`config.mk`:
```
export PLATFORM = sky130hd
export DESIGN_NAME = hazard_pipe_tracker
export DESIGN_NICKNAME = d
export VERILOG_FILES = /design/src/rtl/hazard_pipe_tracker.sv
export SDC_FILE = /design/constraint.sdc
export NUM_CORES = 1
export LEC_CHECK = 0
export ABC_AREA = 1
export ABC_CLOCK_PERIOD_IN_PS = 3800
export BUFFER_PORTS_ARGS = -buffer_cell sky130_fd_sc_hd__buf_2
export CAP_MARGIN = 15
export CORE_ASPECT_RATIO = 1.5
export CORE_MARGIN = 2
export CORE_UTILIZATION = 35
export CTS_CLUSTER_DIAMETER = 120
export DETAILED_ROUTE_END_ITERATION = 8
export MAX_ROUTING_LAYER = met4
export SYNTH_ARGS = -nofsm -noshare
export SYNTH_HDL_FRONTEND = slang
export SYNTH_SLANG_ARGS = --single-unit
```
`constraint.sdc`:
```
create_clock -name clk -period 3.8 [get_ports clk]
set_input_delay 0.19 -clock clk [delete_from_list [all_inputs] [get_ports clk]]
set_output_delay 0.19 -clock clk [all_outputs]
set_load 0.01 [all_outputs]
```
`src/rtl/hazard_pipe_tracker.sv`:
```
// hazard_pipe_tracker
// Holds the hazard-relevant slice of a 5-stage pipeline: D-stage valid plus
// the ID/EX, EX/MEM and MEM/WB register-address and control fields that the
// hazard unit inspects. It also applies the stall/flush controls that the
// hazard unit returns. Bubbles are zeroed fields, so an empty stage never
// looks like a register writer. Three saturating counters track stall
// cycles, flush cycles and retired instructions. All outputs are registered.

module hazard_pipe_tracker #(
    parameter int REG_AW = 5,
    parameter int CNT_W  = 32
) (
    input  logic              clk,
    input  logic              rst,
    input  logic              valid_f,
    input  logic [REG_AW-1:0] RS1_d,
    input  logic [REG_AW-1:0] RS2_d,
    input  logic [REG_AW-1:0] RD_d,
    input  logic              RegWrite_d,
    input  logic [1:0]        ResultSrc_d,
    input  logic              Stall_d,
    input  logic              Flush_d,
    input  logic              Flush_e,
    input  logic              cnt_clr,
    output logic              valid_d,
    output logic [REG_AW-1:0] RS1_e,
    output logic [REG_AW-1:0] RS2_e,
    output logic [REG_AW-1:0] RD_e,
    output logic              RegWrite_e,
    output logic [1:0]        ResultSrc_e,
    output logic [REG_AW-1:0] RD_m,
    output logic              RegWrite_m,
    output logic [REG_AW-1:0] RD_w,
    output logic              RegWrite_w,
    output logic              valid_e,
    output logic              valid_m,
    output logic              valid_w,
    output logic [CNT_W-1:0]  stall_cnt,
    output logic [CNT_W-1:0]  flush_cnt,
    output logic [CNT_W-1:0]  retire_cnt
);

    localparam logic [CNT_W-1:0] CNT_ONE = {{(CNT_W-1){1'b0}}, 1'b1};
    localparam logic [CNT_W-1:0] CNT_MAX = '1;

    // D stage
    logic              valid_d_q, valid_d_d;

    // E stage
    logic              valid_e_q, valid_e_d;
    logic [REG_AW-1:0] rs1_e_q, rs1_e_d;
    logic [REG_AW-1:0] rs2_e_q, rs2_e_d;
    logic [REG_AW-1:0] rd_e_q, rd_e_d;
    logic              regwrite_e_q, regwrite_e_d;
    logic [1:0]        resultsrc_e_q, resultsrc_e_d;

    // M and W stages
    logic              valid_m_q, regwrite_m_q;
    logic [REG_AW-1:0] rd_m_q;
    logic              valid_w_q, regwrite_w_q;
    logic [REG_AW-1:0] rd_w_q;

    // Performance counters
    logic [CNT_W-1:0]  stall_cnt_q, stall_cnt_d;
    logic [CNT_W-1:0]  flush_cnt_q, flush_cnt_d;
    logic [CNT_W-1:0]  retire_cnt_q, retire_cnt_d;

    // Clear beats increment; an increment stops at all-ones instead of wrapping.
    function automatic logic [CNT_W-1:0] cnt_next(
        input logic [CNT_W-1:0] cur,
        input logic             inc,
        input logic             clr
    );
        logic [CNT_W-1:0] nxt;
        nxt = cur;
        if (clr) begin
            nxt = '0;
        end else if (inc && (cur != CNT_MAX)) begin
            nxt = cur + CNT_ONE;
        end
        return nxt;
    endfunction

    // D-stage occupancy: flush wins over stall, stall holds, otherwise load fetch.
    always_comb begin
        // NOTE: every variable gets a default first, so no path through the
        // block leaves it unassigned and no latch is inferred.
        valid_d_d = valid_f;
        if (Flush_d) begin
            valid_d_d = 1'b0;
        end else if (Stall_d) begin
            valid_d_d = valid_d_q;
        end
    end

    // E-stage capture: bubble on flush or an empty D stage, else copy decode fields.
    always_comb begin
        valid_e_d     = 1'b0;
        rs1_e_d       = '0;
        rs2_e_d       = '0;
        rd_e_d        = '0;
        regwrite_e_d  = 1'b0;
        resultsrc_e_d = 2'b00;
        if (!Flush_e && valid_d_q) begin
            valid_e_d     = 1'b1;
            rs1_e_d       = RS1_d;
            rs2_e_d       = RS2_d;
            rd_e_d        = RD_d;
            regwrite_e_d  = RegWrite_d;
            resultsrc_e_d = ResultSrc_d;
        end
    end

    // Counter next-state; qualifiers use this cycle's inputs and current W occupancy.
    always_comb begin
        stall_cnt_d  = cnt_next(stall_cnt_q, Stall_d & ~Flush_d, cnt_clr);
        flush_cnt_d  = cnt_next(flush_cnt_q, Flush_d, cnt_clr);
        retire_cnt_d = cnt_next(retire_cnt_q, valid_w_q, cnt_clr);
    end

    // Pipeline and counter registers; asynchronous reset clears everything.
    always_ff @(posedge clk or posedge rst) begin
        if (rst) begin
            valid_d_q     <= 1'b0;
            valid_e_q     <= 1'b0;
            rs1_e_q       <= '0;
            rs2_e_q       <= '0;
            rd_e_q        <= '0;
            regwrite_e_q  <= 1'b0;
            resultsrc_e_q <= 2'b00;
            valid_m_q     <= 1'b0;
            rd_m_q        <= '0;
            regwrite_m_q  <= 1'b0;
            valid_w_q     <= 1'b0;
            rd_w_q        <= '0;
            regwrite_w_q  <= 1'b0;
            stall_cnt_q   <= '0;
            flush_cnt_q   <= '0;
            retire_cnt_q  <= '0;
        end else begin
            // NOTE: non-blocking assignments let M read the old E and W read
            // the old M on the same edge, which is what makes this a shift.
            valid_d_q     <= valid_d_d;
            valid_e_q     <= valid_e_d;
            rs1_e_q       <= rs1_e_d;
            rs2_e_q       <= rs2_e_d;
            rd_e_q        <= rd_e_d;
            regwrite_e_q  <= regwrite_e_d;
            resultsrc_e_q <= resultsrc_e_d;
            valid_m_q     <= valid_e_q;
            rd_m_q        <= rd_e_q;
            regwrite_m_q  <= regwrite_e_q;
            valid_w_q     <= valid_m_q;
            rd_w_q        <= rd_m_q;
            regwrite_w_q  <= regwrite_m_q;
            stall_cnt_q   <= stall_cnt_d;
            flush_cnt_q   <= flush_cnt_d;
            retire_cnt_q  <= retire_cnt_d;
        end
    end

    assign valid_d     = valid_d_q;
    assign valid_e     = valid_e_q;
    assign RS1_e       = rs1_e_q;
    assign RS2_e       = rs2_e_q;
    assign RD_e        = rd_e_q;
    assign RegWrite_e  = regwrite_e_q;
    assign ResultSrc_e = resultsrc_e_q;
    assign valid_m     = valid_m_q;
    assign RD_m        = rd_m_q;
    assign RegWrite_m  = regwrite_m_q;
    assign valid_w     = valid_w_q;
    assign RD_w        = rd_w_q;
    assign RegWrite_w  = regwrite_w_q;
    assign stall_cnt   = stall_cnt_q;
    assign flush_cnt   = flush_cnt_q;
    assign retire_cnt  = retire_cnt_q;

endmodule

```
# Word level (Yosys, flattened, before mapping)
# Index checks and enable logic that the tools add are counted.
# W data, S select, Z words.
# totals
regBits,130
out_inout_bits,130
# op_classes
addsub,3
n_eq_ne,4
muxes,14
bitwise_logic,2
reduce_logical,8
# op_table
op,count
$mux W32,6
$add A32 B1 Y32 const B,3
$ne A32 B32 Y1 const B,3
$mux W5,3
$reduce_bool A2 Y1,3
$logic_and A1 B1 Y1,4
$mux W1,4
$mux W2,1
$ne A2 B1 Y1 const B,1
$and A1 B1 Y1,1
$logic_not A1 Y1,1
$not A1 Y1,1

# Longest topological paths before layout
# depth
word_depth,5
depth_mapped,11
mapped_depth_nobuf,10

# Worst setup path after synthesis
# No wires, ideal clock.
# synth_timing
kind,reg-to-reg
start,register flush_cnt_q[1] (netlist: flush_cnt[1])
end,register flush_cnt_q[11] (netlist: flush_cnt[11])
setup_time_ns,0.117
arrival_ns,1.602
required_time_ns,3.683
slack_ns,2.082
stages_incl_launch_ff,12
path_buffers,1
period_less_slack_ns,1.718
cell_sequence,dfrtp_1 > ha_1 > nand2_1 > nor2_2 > nand2_2 > nor2_8 > nand2_4 > nand2_4 > nand2_4 > buf_6 > nand2_1 > nand2_1
# synth_via
elab_chain_cells,3
# synth_lines
item,line_no,rtl
from (decl),65,"logic [CNT_W-1:0] flush_cnt_q, flush_cnt_d;"
from (signal assigned),157,flush_cnt_q <= flush_cnt_d;
$add A32 B1 Y32 or $ne A32 B32 Y1 (tied branches),"79, 78",
$mux W32 or $logic_and A1 B1 Y1 (tied branches),78,end else if (inc && (cur != CNT_MAX)) begin
$mux W32 or $reduce_bool A2 Y1 (tied branches),-,
# Parallel ways exist; a longest one is shown, timed or not. The select of a mux whose other input is x is not followed.
# A chain may end at the register's enable or synchronous reset.

# Final worst setup path
# layout_timing
start,register stall_cnt_q[1] (netlist: stall_cnt[1])
end,register stall_cnt_q[9] (netlist: stall_cnt[9])
# layout_via
elab_chain_cells,3
# layout_lines
item,line_no,rtl
from (decl),64,"logic [CNT_W-1:0] stall_cnt_q, stall_cnt_d;"
from (signal assigned),156,stall_cnt_q <= stall_cnt_d;
$add A32 B1 Y32 or $ne A32 B32 Y1 (tied branches),"79, 78",
$mux W32 or $logic_and A1 B1 Y1 (tied branches),78,
$mux W32 or $reduce_bool A2 Y1 (tied branches),-,
# Parallel ways exist; a longest one is shown, timed or not. The select of a mux whose other input is x is not followed.

==> summary.txt <==
Outcome: finished, final reports clean
Setup violations, final: 0
P_sw: 841.2 µW
Fillers: 2,274
CTS Buffer Depth: 2
Fin worst setup slack: 1354 ps
Starting DRT DRC Count: 357
Startpoint Class: register
R2r startpoint: stall_cnt[1]
Final hold vios: 0
Gate power share: 0.053
CP most frequent cell: nand2_1
Final nets: 1,287
Multi-input logic area: 0.003789 mm²
Clock network power share: 0.508
Initial antenna violation count: 0
Setup slack at placement: 1362 ps
Sequential cell area: 0.003253 mm²
Die width: 124.6 µm
Worst vdd ir: 0.0002928 V
Max-cap check violation count: 0
Crit path max-delay cell type: nand2_2
Overflow after GRT: 0
CP cell instances: ha_1, nand2_1, nor2_2, nand2_2, nor2_8, nand2_4, nand2_2, nand2_1, nand2_1, o21ai_1
CTS sink count: 130
H-tree depth: 4
Clock skew: 7.063 ps
Resize count post-CTS: 0
Dominant synthesized flop cell: dfrtp_1
Reg power frac: 0.438
Most numerous cell in the Yosys netlist: nand2_1
Min Tclk post-route: 2446 ps
Synth top cells by count: 369 x nand2_1, 177 x nor2_1, 130 x dfrtp_1, 118 x nand3_1, 108 x inv_1
Int Pwr: 2.374 mW
HPWL Detailed: 16,400 µm
Area contributors post-synth: dfrtp_1 43%, nand2_1 18%, nor2_1 8.7%
Rel. slew slack: 0.4330
Setup bufs post-CTS: 0
DRC: 0
Crit. End Element: register
Pwr Total: 3.215 mW
First-pass GRT wire length: 37,330 µm
FF+latch count, synth: 130
Via count: 7,441
Final core occ: 0.4359
CTS Buf Count: 17
Top delay family on crit path: simple AND/OR/NAND/NOR gates
Synth Cell Area: 0.007632 mm²
Share of synthesized registers carrying an async set or reset: 1.000
Crit path DAT: 2750 ps
Switching Share: 0.2617
Critical hold path startpoint: valid_f
Fin Setup TNS: 0 ps
Largest net degree at the start of global routing: 92
GPL Wtd Cong: 0.8639
Sequential element share of the synthesized area: 0.4262
Vias in the first global route: 7,313
Non-filler cells, final: 1,544
Final worst-path cycle share: 0.6438
Clock transition at path regs: 60 ps
Mapped Cells: 1,085
Yosys top cell area share: 0.4262
Port bufs: 154
Antenna Cells: 0
Ys Warns: 0
Unique masters post-synth: 36
Row Count: 66
Antenna-violating nets left: 0
Drt wl/cell: 14.77 µm
Drt first pass iters: 5
Power Dens Cells: 342.2 mW/mm²
Post-Syn Nets: 1,113
Crit path required time: 4110 ps
Fmax: 408.8 MHz
Clock latency on the worst-skew pair: 430 ps
Worst-Margin Slew: 850.6 ps
Total length of routed wires: 22,800 µm
Hold WC Path Type: input pin to register
Placed instance area: 0.008608 mm²
Hold buffer count at CTS: 21
Syn_area_per_cell: 7.034 µm²
DIE AREA: 0.02303 mm²
Hold slack: 31.36 ps
Via/cell ratio: 4.819
Clock Tree Root: clkbuf_16
Core area: 0.02155 mm²
LEAKAGE: 4.848 nW
Share of cells above drive strength 1: 0.1745
Layout area overhead: 23.08%
Post-synth EDFFs: 0
CP Buf/Inv Count: 0
CTS tree: yes
Finished Cell Area: 0.009394 mm²
Initial Util: 0.3541
CP peak stage delay: 440 ps
Leading area contributor after synthesis: dfrtp_1
GRT Resource Usage Total: 0.2100
Setup CP Type: register to register
CP startpoint: stall_cnt[1]
Slew Viols, Final: 0
Crit path max fanout: 29
Io pins: 155
Placed Cells: 1,491
RSZ-0062 raised after global routing: false
Die height: 184.9 µm
## cell usage in the layout, fill, tap and decap left out, types with 6 or more instances in the layout
cell type and n:
xor2_1 25, dfrtp_1 130, nor2_2 8, o21ai_1 26
inv_6 6, dlygate4sd3_1 21, buf_2 154, nand2_2 7
nor2_1 177, inv_1 106, a21oi_1 6, nand3_1 118
xnor2_1 19, nand4_1 16, o21ai_0 13, o21bai_1 6
clkbuf_16 17, nand2_1 369
## registers in the layout (all words and copies together), names as in the netlist
signal,cells
valid_w,1
RegWrite_w,1
valid_m,1
valid_e,1
stall_cnt,32
RS2_e,5
valid_d,1
RegWrite_e,1
flush_cnt,32
RS1_e,5
ResultSrc_e,2
RegWrite_m,1
RD_e,5
retire_cnt,32
RD_m,5
RD_w,5
## power by group through the flow
stage	sequential [mW]	clock, mW	combinational, mW
2_1_floorplan	1.44	0	0.0939
3_3_place_gp	1.43	0	0.158
3_5_place_dp	1.44	0	0.158
4_1_cts	1.41	1.67	0.175
5_1_grt	1.41	1.75	0.193
6_report	1.41	1.63	0.171
## final cells by class
| type | instances | area share |
|---|---|---|
| clock inverter | 14 | 0.01558 |
| timing repair buffer | 179 | 0.1076 |
| clock buffer | 18 | 0.04568 |
| inverter | 112 | 0.04529 |
| tap | 272 | 0.03623 |
| sequential | 130 | 0.3463 |
| multi-input combinational | 819 | 0.4033 |
## routing by layer
metal  share of wire  global-route usage  up-vias
li1                -                   -     3737
met4           0.041              0.1070        0
met1            0.40              0.2285     3487
met5               0                   -        -
met3           0.041             0.04448       52
met2            0.51              0.3633      165
## path summary, 6_finish.rpt
kind / endpoint / depth (start not counted) / slack [ps]
max in group asynchronous: retire_cnt[25] / 4 / 2370
min reg2reg: RD_w[2] / 0 / 370
min in group asynchronous: RS1_e[3] / 3 / 510
max reg2reg: stall_cnt[9] / 10 / 1350
min: valid_d / 3 / 30
max: stall_cnt[9] / 10 / 1350
## cell families after synthesis
family / share of synthesized area
simple gates: 0.3972
buf+inv: 0.07738
flops: 0.4262
compound gates: 0.03951
xor+xnor: 0.05049
fa+ha+maj: 0.004919
mux: 0.004262
## worst reg2reg max path: stages (launching register included)
cell	delay, ps
dfrtp_1	400
ha_1	240
nand2_1	80
nor2_2	130
nand2_2	130
nor2_8	170
nand2_4	80
nand2_2	440
nand2_1	420
nand2_1	160
o21ai_1	70
Power figures use the tool's default switching activity.
